### src/rtl/serial_pkg.sv
// serial_pkg: shared constants and helpers for the serial receive path.
package serial_pkg;

    localparam int DEFAULT_WIDTH   = 8;
    localparam int LSB_FIRST_ORDER = 0;
    localparam int MSB_FIRST_ORDER = 1;

    function automatic int clog2(input int n);
        int r;
        r = 0;
        while ((1 << r) < n) r++;
        return r;
    endfunction

endpackage

### src/rtl/serial_shift_core.sv
// serial_shift_core: WIDTH-bit shift register, direction set by MSB_FIRST.
module serial_shift_core
    import serial_pkg::*;
#(
    parameter int WIDTH     = DEFAULT_WIDTH,
    parameter int MSB_FIRST = MSB_FIRST_ORDER
) (
    input  logic             inv_serclk,
    input  logic             reset,
    input  logic             shift_en,
    input  logic             ser_in,
    output logic [WIDTH-1:0] shift_q,
    output logic [WIDTH-1:0] shift_d
);

    // shift_d is the value the register takes this edge, so the top can latch a word including the current bit
    always_comb
        shift_d = !shift_en ? shift_q :
                  (MSB_FIRST == MSB_FIRST_ORDER) ? {shift_q[WIDTH-2:0], ser_in} :
                                                    {ser_in, shift_q[WIDTH-1:1]};

    always_ff @(posedge inv_serclk or posedge reset)
        if (reset) shift_q <= '0;
        else       shift_q <= shift_d;

endmodule

### src/rtl/serial_word_rx.sv
// serial_word_rx: serial-to-parallel word receiver with valid/ack handshake and overrun flag.
// Define SERIAL_WORD_RX_PARITY_EN to append a trailing even-parity bit to every frame.
module serial_word_rx
    import serial_pkg::*;
#(
    parameter int WIDTH     = DEFAULT_WIDTH,
    parameter int MSB_FIRST = MSB_FIRST_ORDER
) (
    input  logic             inv_serclk,
    input  logic             reset,
    input  logic             ser_in,
    input  logic             enable,
    input  logic             sync,
    input  logic             rd_ack,
    output logic [WIDTH-1:0] shift_q,
    output logic [WIDTH-1:0] data,
    output logic             word_valid,
    output logic             overrun,
    output logic             parity_err
);

`ifdef SERIAL_WORD_RX_PARITY_EN
    localparam int L = WIDTH + 1;
`else
    localparam int L = WIDTH;
`endif
    localparam int CW = clog2(L + 1);

    logic [CW-1:0]    count, count_eff;
    logic [WIDTH-1:0] shift_d;
    logic             shift_en, done;

    // sync restarts framing before the current bit is counted
    always_comb begin
        count_eff = sync ? '0 : count;
        shift_en  = enable && (count_eff < CW'(WIDTH));
        done      = enable && (count_eff == CW'(L - 1));
    end

    serial_shift_core #(
        .WIDTH     (WIDTH),
        .MSB_FIRST (MSB_FIRST)
    ) u_core (
        .inv_serclk (inv_serclk),
        .reset      (reset),
        .shift_en   (shift_en),
        .ser_in     (ser_in),
        .shift_q    (shift_q),
        .shift_d    (shift_d)
    );

    always_ff @(posedge inv_serclk or posedge reset)
        if (reset) begin
            count      <= '0;
            data       <= '0;
            word_valid <= 1'b0;
            overrun    <= 1'b0;
        end else begin
            count      <= done ? '0 : count_eff + CW'(enable);
            if (done) data <= shift_d;
            word_valid <= done | (word_valid & ~rd_ack);
            overrun    <= overrun | (done & word_valid & ~rd_ack);
        end

`ifdef SERIAL_WORD_RX_PARITY_EN
    // the parity bit itself is never shifted in, so shift_q holds exactly the data bits here
    always_ff @(posedge inv_serclk or posedge reset)
        if (reset)     parity_err <= 1'b0;
        else if (done) parity_err <= (^shift_q) ^ ser_in;
`else
    assign parity_err = 1'b0;
`endif

endmodule

### config.mk
export PLATFORM = sky130hd
export DESIGN_NAME = serial_word_rx
export DESIGN_NICKNAME = d
export VERILOG_FILES = /design/src/rtl/serial_pkg.sv /design/src/rtl/serial_shift_core.sv /design/src/rtl/serial_word_rx.sv
export SDC_FILE = /design/constraint.sdc
export NUM_CORES = 1
export LEC_CHECK = 0
export ABC_CLOCK_PERIOD_IN_PS = 1200
export BUFFER_PORTS_ARGS = -buffer_cell sky130_fd_sc_hd__buf_2
export CAP_MARGIN = 5
export CORE_ASPECT_RATIO = 0.5
export CORE_UTILIZATION = 34
export DETAILED_ROUTE_END_ITERATION = 16
export SLEW_MARGIN = 20
export SYNTH_ARGS = -nofsm -noshare
export SYNTH_HDL_FRONTEND = slang
export SYNTH_SLANG_ARGS = --single-unit
### constraint.sdc
create_clock -name inv_serclk -period 1.2 [get_ports inv_serclk]
set_clock_uncertainty 0.05 [all_clocks]
set_input_delay 0.12 -clock inv_serclk [delete_from_list [all_inputs] [get_ports inv_serclk]]
set_output_delay 0.12 -clock inv_serclk [all_outputs]
set_load 0.01 [all_outputs]
==> results.sh <==
export IMPL_outcome="complete, but fails checks"
export IMPL_violations="negative setup slack"
export IMPL_antenna_found_initial=0
export IMPL_wl_um=1880
export IMPL_start_util_pct=36.3
export IMPL_fp_dieArea_um2=3040
export IMPL_cp_max_fo=5
export IMPL_synth_edf_count=0
export IMPL_grt_pass1_wl_um=2850
export IMPL_ys_ff_latch=22
export IMPL_syn2layout_area_growth_pct=43.4
export IMPL_critPathRequiredTime_ns=1.31
export IMPL_syn_instance_count=80
export IMPL_first_pass_iters=4
export IMPL_startpoint_type="flop"
export IMPL_avgRoutedWirePerCell_um=12.3
export IMPL_ys_top_cells_by_area="dfrtp_1 58%, mux2_2 9.4%, nand4_1 5.2%, inv_1 4.3%, o21ai_1 3.7%"
export IMPL_cp_end_kind="flop"
export IMPL_holdPathStages=2
export IMPL_fin_nets=125
export IMPL_r2r_cells=3
export IMPL_clkTransAtPathRegs_ns=0.08
export IMPL_finalCritPeriodShare_pct=104
export IMPL_hold_viol_final=0
export IMPL_crit_type="flop to flop"
export IMPL_drt_iter0_drc=17
export IMPL_setup_violations_final=8
export IMPL_finalMaxSlewViolations=0
export IMPL_cts_sinks=22
export IMPL_ys_seq_area_share_pct=57.5
export IMPL_grt_pass1_vias=623
export IMPL_fp_dieW_um=77.0
export IMPL_netlist_area_leader_share_pct=57.5
export IMPL_cts_buffer_depth=2
export IMPL_layout_drive_gt1_share_pct=53.4
export IMPL_rows=13
export IMPL_die_h_um=39.5
export IMPL_wl_met3_um=60
export IMPL_gp_congestion=0.690
export IMPL_antenna_cells=0
export IMPL_fin_util_pct=52.1
export IMPL_clkLatencyLatePin_ns=0.26
export IMPL_place_ws_ns=-0.0653
export IMPL_post_route_min_period_ns=1.24
export IMPL_io_buffers=23
export IMPL_synth_most_common_cell="dfrtp_1"
export IMPL_dp_hpwl_um=1280
export IMPL_via_per_inst=4.53
export IMPL_yosys_area_top_type="dfrtp_1"
export IMPL_num_vias=693
export IMPL_powerDensity_nw_per_um2=1460
export IMPL_cap_violations=0
export IMPL_synthTopCellsByCount="22 x dfrtp_1, 11 x inv_1, 8 x mux2_2, 8 x nand4_1, 7 x o21ai_1"
export IMPL_track_usage_pct=12.9
export IMPL_syn_avg_cell_area_um2=12.0
export IMPL_synth_nets=88
export IMPL_multi_input_area_um2=423
export IMPL_syn_area_um2=957
export IMPL_p_leak_nw=0.694
export IMPL_cts_tree="yes"
export IMPL_hp_class="input port to flop"
export IMPL_wl_met1_um=870
export IMPL_yosys_cell_types_count=23
export IMPL_dr_wl_met2_um=952
export IMPL_async_flop_share_pct=100
export IMPL_htree_levels=1
export IMPL_peakVddDrop_v=0.000502
export IMPL_numCtsBuffers=3
export IMPL_num_fill_cells=239
export IMPL_ys_flop_type="dfrtp_1"
export IMPL_drc=0
export IMPL_core_area_um2=2640
export IMPL_max_freq_ghz=0.804
export IMPL_top_layer_used="met3"
export IMPL_cts_root_buf="clkbuf_8"
export IMPL_rsz0062_at_grt="yes"
export IMPL_grt_max_degree=23
export IMPL_worst_slack_ns=-0.0438
export IMPL_overflow=0
export IMPL_yosysWarnings=0
export IMPL_ant_nets=0
export IMPL_regArea_um2=551
export IMPL_critical_path_arrival_ns=1.35
export IMPL_top_level_ports=25
==> power by group <==
group	internal, mW	switching [mW]
clock	0.445	0.232
combinational	0.227	0.166
sequential	0.847	0.0872
total	1.52	0.485
==> routing by layer <==
layer	vias to the layer above	global-route usage (%)
li1	343	-
met1	340	15.1
met2	10	23.7
met3	0	4.42
met4	0	2.83
met5	-	0
==> critical path, stage by stage (launching register included) <==
cell	delay, ns
dfrtp_1	0.39
and4b_2	0.25
and3_4	0.22
a31o_4	0.23
==> registers in the layout, indices dropped and copies added, names as in the netlist <==
name,flops
overrun,1
word_valid,1
u_core.shift_q,8
data,8
count,4
==> metrics by stage <==
step | setup TNS (ns) | instances | area [um^2] | power (mW) | hold WS [ns]
final | -0.0861 | 153 | 1370 | 2.00 | 0.0580
after global routing | -0.515 | 153 | 1370 | 2.11 | 0.0470
after CTS | -0.0916 | 150 | 1320 | 1.99 | 0.0526
after detailed placement | -0.488 | 143 | 1170 | 1.27 | 0.117
after global placement | -0.274 | 143 | 1170 | 1.27 | 0.116
after floorplan | -0.641 | 80 | 985 | 1.12 | 0.0592
==> path summary, 6_finish.rpt <==
kind	from	end	slack, ns
setup / recovery	count[1]$_DFF_PP0_	overrun$_DFF_PP0_	-0.04
hold / removal	ser_in	u_core.shift_q[0]$_DFF_PP0_	0.06
setup reg to reg	count[1]$_DFF_PP0_	overrun$_DFF_PP0_	-0.04
hold reg to reg	overrun$_DFF_PP0_	overrun$_DFF_PP0_	0.45
max in group asynchronous	reset	u_core.shift_q[7]$_DFF_PP0_	0.49
min in group asynchronous	reset	data[5]$_DFFE_PP0N_	0.39
==> logic make-up after synthesis <==
family | synth area share, %
compound gates | 6.80
xor+xnor | 1.83
fa+ha+maj | 2.61
simple gates | 13.1
other cells | 0.392
buf+inv | 8.37
flops | 57.5
mux | 9.41
==> cell usage in the layout, fill, tap and decap left out, types with 2 or more instances in the layout <==
| master | count |
|---|---|
| clkbuf_8 | 3 |
| nor2b_1 | 2 |
| o21ai_1 | 2 |
| buf_4 | 10 |
| nand4_1 | 8 |
| and2b_1 | 3 |
| mux2_4 | 8 |
| dfrtp_1 | 22 |
| o21ai_2 | 5 |
| buf_2 | 23 |
| buf_12 | 2 |
| inv_1 | 10 |
==> final cells by class <==
type | count | area share, %
multi-input cells | 43 | 30.8
clock inverters | 1 | 2.19
inverters | 11 | 3.01
well taps | 37 | 3.37
repair buffers | 36 | 17.5
flip-flops and latches | 22 | 40.1
clock buffers | 3 | 3.01
==> timing repair <==
action	4_1_cts	5_1_grt
endpoints found under the hold margin	22	0
gates cloned	1	0
gates resized for setup	6	9
hold buffers	1	0
endpoints found under the setup margin	17	16
pin swaps	4	3
setup buffers	1	3
No activity file was read; power rests on OpenSTA's default activity.
